**src/rtl/instr_fetch.sv**
```systemverilog
// instr_fetch: fetch front end with program counter, in-order fetch queue,
// valid/ready hand-off to decode and redirect (branch/jump) handling.
// Optional performance counters are built when FETCH_PERF_EN is defined.
module instr_fetch #(
    parameter logic [31:0] RESET_PC    = 32'h0000_0000,
    parameter int          QUEUE_DEPTH = 2
) (
    input  logic        clk,
    input  logic        reset,
    output logic [31:0] imem_addr,
    input  logic [31:0] imem_data,
    input  logic        redirect_valid,
    input  logic [31:0] redirect_pc,
    output logic        out_valid,
    input  logic        out_ready,
    output logic [31:0] out_instr,
    output logic [31:0] out_pc,
    output logic [31:0] out_pc_plus4
`ifdef FETCH_PERF_EN
    ,
    output logic [31:0] perf_fetched,
    output logic [31:0] perf_stall,
    output logic [31:0] perf_flush
`endif
);

    localparam int PTR_W = (QUEUE_DEPTH > 1) ? $clog2(QUEUE_DEPTH) : 1;
    localparam int CNT_W = PTR_W + 1;
    localparam logic [CNT_W-1:0] DEPTH_C = CNT_W'(QUEUE_DEPTH);

    logic [31:0]      r_pc;
    logic [PTR_W-1:0] r_wrPtr;
    logic [PTR_W-1:0] r_rdPtr;
    logic [CNT_W-1:0] r_count;
    logic [31:0]      r_qPc    [QUEUE_DEPTH];
    logic [31:0]      r_qInstr [QUEUE_DEPTH];

    logic        w_full;
    logic        w_pop;
    logic        w_push;
    logic [31:0] w_redirTarget;
    logic [31:0] w_headPc;
    logic [31:0] w_headInstr;

    // Handshake and push/pop decisions; the low two target bits are dropped
    // so every fetch address stays word aligned.
    always_comb begin
        w_full        = (r_count == DEPTH_C);
        out_valid     = (r_count != '0);
        w_pop         = out_valid & out_ready;
        w_push        = !redirect_valid & (!w_full | w_pop);
        w_redirTarget = redirect_pc & 32'hFFFF_FFFC;
        w_headPc      = r_qPc[r_rdPtr];
        w_headInstr   = r_qInstr[r_rdPtr];
    end

    // Program counter: reset, then redirect, then advance on every push.
    always_ff @(posedge clk) begin
        if (reset) begin
            r_pc <= RESET_PC;
        end else if (redirect_valid) begin
            r_pc <= w_redirTarget;
        end else if (w_push) begin
            r_pc <= r_pc + 32'd4;
        end
    end

    // Queue bookkeeping: a redirect flushes everything, including the
    // effect of a pop that decode still sees in the same cycle.
    always_ff @(posedge clk) begin
        if (reset || redirect_valid) begin
            r_wrPtr <= '0;
            r_rdPtr <= '0;
            r_count <= '0;
        end else begin
            if (w_push) begin
                r_wrPtr <= r_wrPtr + PTR_W'(1);
            end
            if (w_pop) begin
                r_rdPtr <= r_rdPtr + PTR_W'(1);
            end
            case ({w_push, w_pop})
                2'b10:   r_count <= r_count + CNT_W'(1);
                2'b01:   r_count <= r_count - CNT_W'(1);
                default: r_count <= r_count;
            endcase
        end
    end

    // Queue storage: capture the current pc with its instruction word.
    always_ff @(posedge clk) begin
        if (w_push) begin
            r_qPc[r_wrPtr]    <= r_pc;
            r_qInstr[r_wrPtr] <= imem_data;
        end
    end

    // Outputs come only from queue registers and read zero when empty.
    always_comb begin
        imem_addr    = r_pc;
        out_instr    = 32'd0;
        out_pc       = 32'd0;
        out_pc_plus4 = 32'd0;
        if (out_valid) begin
            out_instr    = w_headInstr;
            out_pc       = w_headPc;
            out_pc_plus4 = w_headPc + 32'd4;
        end
    end

`ifdef FETCH_PERF_EN
    logic [31:0] r_perfFetched;
    logic [31:0] r_perfStall;
    logic [31:0] r_perfFlush;

    // Free-running wrap-around event counters.
    always_ff @(posedge clk) begin
        if (reset) begin
            r_perfFetched <= 32'd0;
            r_perfStall   <= 32'd0;
            r_perfFlush   <= 32'd0;
        end else begin
            if (w_push) begin
                r_perfFetched <= r_perfFetched + 32'd1;
            end
            if (w_full && !w_pop) begin
                r_perfStall <= r_perfStall + 32'd1;
            end
            if (redirect_valid) begin
                r_perfFlush <= r_perfFlush + 32'd1;
            end
        end
    end

    assign perf_fetched = r_perfFetched;
    assign perf_stall   = r_perfStall;
    assign perf_flush   = r_perfFlush;
`endif

endmodule

```
**config.mk**
```make
export PLATFORM = sky130hd
export DESIGN_NAME = instr_fetch
export DESIGN_NICKNAME = d
export VERILOG_FILES = /design/src/rtl/instr_fetch.sv
export SDC_FILE = /design/constraint.sdc
export NUM_CORES = 1
export LEC_CHECK = 0
export BUFFER_PORTS_ARGS = -buffer_cell sky130_fd_sc_hd__buf_2
export CAP_MARGIN = 15
export CORE_MARGIN = 5
export CORE_UTILIZATION = 53
export CTS_CLUSTER_DIAMETER = 50
export DETAILED_ROUTE_END_ITERATION = 16
export PLACE_DENSITY = 0.81
export SYNTH_ARGS = -nofsm -noshare
export SYNTH_HDL_FRONTEND = slang
export SYNTH_SLANG_ARGS = --single-unit
```
**constraint.sdc**
```tcl
create_clock -name clk -period 5.38 [get_ports clk]
set_input_delay 0.269 -clock clk [delete_from_list [all_inputs] [get_ports clk]]
set_output_delay 0.269 -clock clk [all_outputs]
set_load 0.02 [all_outputs]
```
=== After elaboration in Yosys (flattened, before gate mapping) ===
Memories as Yosys holds them, arrays and structs flattened. A register that Yosys moved wholly into a read port is not among the register bits.
Index checks and enable logic that the tools add are counted.

* Register bits: 36
* Bits in writable memories: 128
* Bits of input ports: 68
* Output and inout port bits: 129
* Memories kept: 2

* Add/sub/neg operators: 6
* Equality and inequality tests: 3
* Multiplexer cells: 12
* Bitwise gates (word level): 3
* Reductions and logical operators: 7

{| class="wikitable"
|+ Memories
! memory !! depth !! width !! read ports !! clocked after Yosys merged registers in !! write ports !! RTL line !! RTL
|-
| r_qInstr || 2 || 32 || 1 || 1 || 1 || 36 || <nowiki>logic [31:0] r_qInstr [QUEUE_DEPTH];</nowiki>
|-
| r_qPc || 2 || 32 || 1 || 1 || 1 || 35 || <nowiki>logic [31:0] r_qPc [QUEUE_DEPTH];</nowiki>
|}

{| class="wikitable"
|+ Operators with widths
! kind !! count
|-
| two-way mux 32 bit || 5
|-
| adder 32 x 3 -> 32 bit (second input constant) || 2
|-
| two-way mux 1 bit || 6
|-
| nonzero test 2 bit || 3
|-
| == test 2 bit (second input constant) || 2
|-
| case mux 2 bit (2 select lines) || 1
|-
| adder 1 bit (second input constant) || 2
|-
| adder 2 x 1 -> 2 bit (second input constant) || 1
|-
| bitwise AND 1 bit || 2
|-
| == test 2 x 1 -> 1 bit (second input constant) || 1
|-
| logical NOT 1 bit || 2
|-
| OR reduction 2 bit || 1
|-
| subtractor 2 x 1 -> 2 bit (second input constant) || 1
|-
| logical OR 1 bit || 1
|-
| OR 1 bit || 1
|}

=== Depth between registers and ports, before layout ===
* Depth in word-level cells: 6
* Gate-level depth with buffers: 10
* Mapped depth without buffers: 8

=== Worst setup path before layout ===
No wires, ideal clock.

* Path type: reg-to-reg
* From: reg r_count[0]
* To: mem r_qInstr[0][0] (enable)
* Data arrival time: 3501 ps
* Data required time: 4898 ps
* Setup slack: 1397 ps
* Cell stages (with the launch flop): 5
* Path buffers: 1
* Cells stage by stage: dfxtp_1 > or3b_2 > clkbuf_1 > nand2_1 > nor2_1

* Word-level cells in the longest chain between the ends: 6
* Elaborated cells between the ends (all ways): 8
* Classes of those cells: eq/ne: 1; mux: 2; bitwise: 3; reduce/logical: 2

{| class="wikitable"
|+ RTL lines
! element !! RTL line !! RTL
|-
| start: declaration || 34 || <nowiki>logic [CNT_W-1:0] r_count;</nowiki>
|-
| start signal: assignment || 83 || <nowiki>2'b10: r_count <= r_count + CNT_W'(1);</nowiki>
|-
| start signal: assignment || 84 || <nowiki>2'b01: r_count <= r_count - CNT_W'(1);</nowiki>
|-
| start signal: assignment || 85 || <nowiki>default: r_count <= r_count;</nowiki>
|-
| == test 2 bit or nonzero test 2 bit (tied branches) || 48, 49 ||
|-
| logical NOT 1 bit or bitwise AND 1 bit (tied branches) || 51, 50 ||
|-
| OR 1 bit * || 51 || <nowiki>w_push = !redirect_valid & (!w_full | w_pop);</nowiki>
|-
| bitwise AND 1 bit * || 51 ||
|-
| two-way mux 1 bit * || 92 || <nowiki>if (w_push) begin</nowiki>
|-
| two-way mux 1 bit (implied by the code) * || 94 || <nowiki>r_qInstr[r_wrPtr] <= imem_data;</nowiki>
|-
| end: declaration || 36 ||
|}

Mark *: on every way between the ends. The rest lies on a longest branch, timed or not.

==> summary.txt <==
Status
  – Run status: finished clean

Detailed routing
  – Routed Antenna Nets: 0
  – Routed WL per cell: 17.87 um
  – Detailed-route wire length: 17.98 mm
  – Post-DR vias/cell: 5.516
  – 1st-iter DRT viols: 393
  – Via count: 5,549
  – Post-route DRC: 0
  – Router iterations before antenna repair: 6

STA
  – Final Slew Violations: 0
  – Clk_skew: 0.008634 ns
  – Fin crit period: 3.901 ns
  – Setup Viol. Count Final: 0
  – Worst Tran Pin Value: 1.206 ns
  – Final Hold Fails: 0
  – RSZ-0062 raised after global routing: no
  – Hold_ws: 0.03970 ns
  – Tcrit/Tclk final: 72.52%
  – Setup TNS: 0 ns
  – Max-Slew Margin vs Limit: 19.63%
  – FMAX: 0.2563 GHz

Die
  – Starting Density: 53.90%
  – Die W: 128.6 um
  – Die H: 128.6 um
  – Num rows: 43
  – Core area: 13,830 um^2
  – Die footprint: 16,530 um^2
  – Ports: 197

Final layout
  – Most common library cell in the layout ignoring fill and taps: buf_2
  – Cell Count, Final, Fillers Out: 1,006
  – Fraction of layout cells with a size suffix above 1: 28.69%
  – Antenna diode count: 0
  – Nets: 884
  – Synth-to-layout area growth: 22.16%
  – Most frequent cells in the layout: buf_2 (188), edfxtp_1 (124), nor2_1 (107)

Place
  – Gpl congestion: 0.8425
  – DP HPWL: 12.88 mm
  – Port buffer count: 188
  – Placed insts: 974

Synthesis
  – Synth Register Bits: 159
  – Prevailing post-synth register cell: edfxtp_1
  – Netlist Area Pre-Place: 7453 um^2
  – Distinct cells, synth: 55
  – Syn. warnings: 0
  – Synth Instances: 634
  – Number of flops mapped to enable cells by yosys: 124
  – Fraction of registers with async set/reset: 0%
  – Mean post-synth cell area: 11.76 um^2
  – Sequential share of the synthesized area: 59.36%

GRT
  – Antenna violations before repair: 0
  – Gr usage total: 21.73%
  – Vias in the first global route: 5,467
  – GRT overflow: 0
  – Largest net degree at the start of global routing: 84
  – First-pass GRT wire length: 28.03 mm

Worst setup path
  – CP required: 5.11 ns
  – Critical path type: reg -> out
  – CP endpoint kind: primary output
  – Worst EP arrival: 3.63 ns
  – Crit start category: flip-flop
  – Worst Path Max Fanout: 54

Clocking
  – Setup repair bufs after CTS: 0
  – CTS sink count: 159
  – CTS tree: yes
  – Worst-Skew Late Latency: 0.42 ns
  – Cts hold-fix bufs: 0
  – Post-CTS sizing: 0
  – Cts bufs inserted: 17
  – Maximum root-to-sink buffer count: 2
  – Clock slew at reported path FFs: 0.06 ns
  – Root Buffer Master: clkbuf_16
  – H-tree depth: 4

Power
  – Power Density: 328.1 nW/um^2
  – Worst VDD drop: 0.0002349 V
  – Comb power frac: 11.4%
  – Sw Share: 24.90%
  – Psw: 744.0 uW
  – Clock power share: 39.9%
  – Internal: 2244 uW
  – Leakage: 0.003508 uW
  – Reg power frac: 48.7%

Min path
  – HP Class: in -> reg

Flow run
  – Max-cap violations: 0
==> sequential cells by signal (all words and copies together), names as in the netlist, named ones only <==
name       flops
imem_addr     30
r_count        2
r_qInstr      64
r_qPc         60
r_rdPtr        1
r_wrPtr        1
==> synth_stat cells (all sizes together) (3+ instances only) <==
library cell | instances | share of area (%)
edfxtp | 124 | 50
nor2 | 109 | 5.5
mux2i | 64 | 8.6
nand2 | 38 | 1.9
dfxtp | 35 | 9.4
nand4 | 27 | 2.6
xor2 | 24 | 2.8
xnor2 | 23 | 2.7
clkbuf | 21 | 1.1
nand3 | 20 | 1.3
a211oi | 19 | 2.0
buf | 18 | 1.5
nor3 | 15 | 1.1
a21oi | 11 | 0.74
o21ai | 10 | 0.67
and2 | 8 | 0.67
nand4b | 7 | 1.0
o31ai | 6 | 0.60
a22oi | 3 | 0.30
a311oi | 3 | 0.35
and3 | 3 | 0.25
and4 | 3 | 0.35
ha | 3 | 0.50
inv | 3 | 0.15
mux2 | 3 | 0.45
nand3b | 3 | 0.30
o41ai | 3 | 0.35
or3 | 3 | 0.25
==> power by group through the flow <==
| stage | clock, uW | sequential (uW) | combinational, uW |
|---|---|---|---|
| 5_1_grt | 1270 | 1460 | 372 |
| 4_1_cts | 1210 | 1450 | 344 |
| 2_1_floorplan | 0 | 1480 | 212 |
| 6_report | 1190 | 1450 | 341 |
| 3_3_place_gp | 0 | 1470 | 336 |
| 3_5_place_dp | 0 | 1480 | 343 |
==> cell families after synthesis <==
kind of cell	Yosys count	share of synthesized area [%]
flip-flops	159	59.36
other	1	0.05031
XOR/XNOR	47	5.523
AND/OR/NAND/NOR	247	16.37
multiplexers	67	9.048
AO/OA/AOI/OAI	67	6.346
buffers and inverters	43	2.803
adder cells (fa/ha/maj)	3	0.5037
==> critical path, cell delays in order (launching register included) <==
cell	delay [ns]
dfxtp_4	0.86
buf_4	0.60
nand4_1	0.19
a22oi_1	0.46
nand2_1	0.25
a211oi_1	0.32
mux2_2	0.36
buf_2	0.16
==> final timing paths <==
check,start,endpoint,slack (ns),depth (start not counted)
worst max-delay path,flip-flop,out_pc_plus4[26],1.48,7
worst min-delay path,imem_data[25],r_qInstr[0][25],0.04,1
worst max register to register,r_count[0],r_count[1],2.54,8
worst min register to register,imem_addr[31],r_qPc[0][31],0.52,0
==> per-layer routing <==
layer | vias to the layer above | track usage (%) | routed length [um]
met3 | 22 | 5.978 | 1495
li1 | 2690 | - | -
met2 | 207 | 35.76 | 8611
met1 | 2630 | 28.50 | 7627
met5 | - | 0 | 0
met4 | 0 | 6.177 | 242
==> layout make-up <==
type | count | area [um^2]
Clock buffer | 18 | 429.2
Clock inverter | 14 | 166.4
Fill cell | 1076 | 4722
Inverter | 4 | 15.01
Multi-Input combinational cell | 437 | 2855
Sequential cell | 159 | 4428
Tap cell | 180 | 225.2
Timing Repair Buffer | 194 | 985.9
==> through the flow <==
step                      cell area [um^2]  total power (uW)  util (%)  setup WS (ns)
after floorplan                       7472              1692         -          1.397
after global placement                8509              1810     61.54          1.952
after detailed placement              8509              1822     61.54          1.911
after CTS                             9105              3012     65.85          1.445
after global routing                  9105              3104     65.85          1.240
final                                 9105              2988     65.85          1.479
Note: power is estimated with default switching activity, not from simulation.
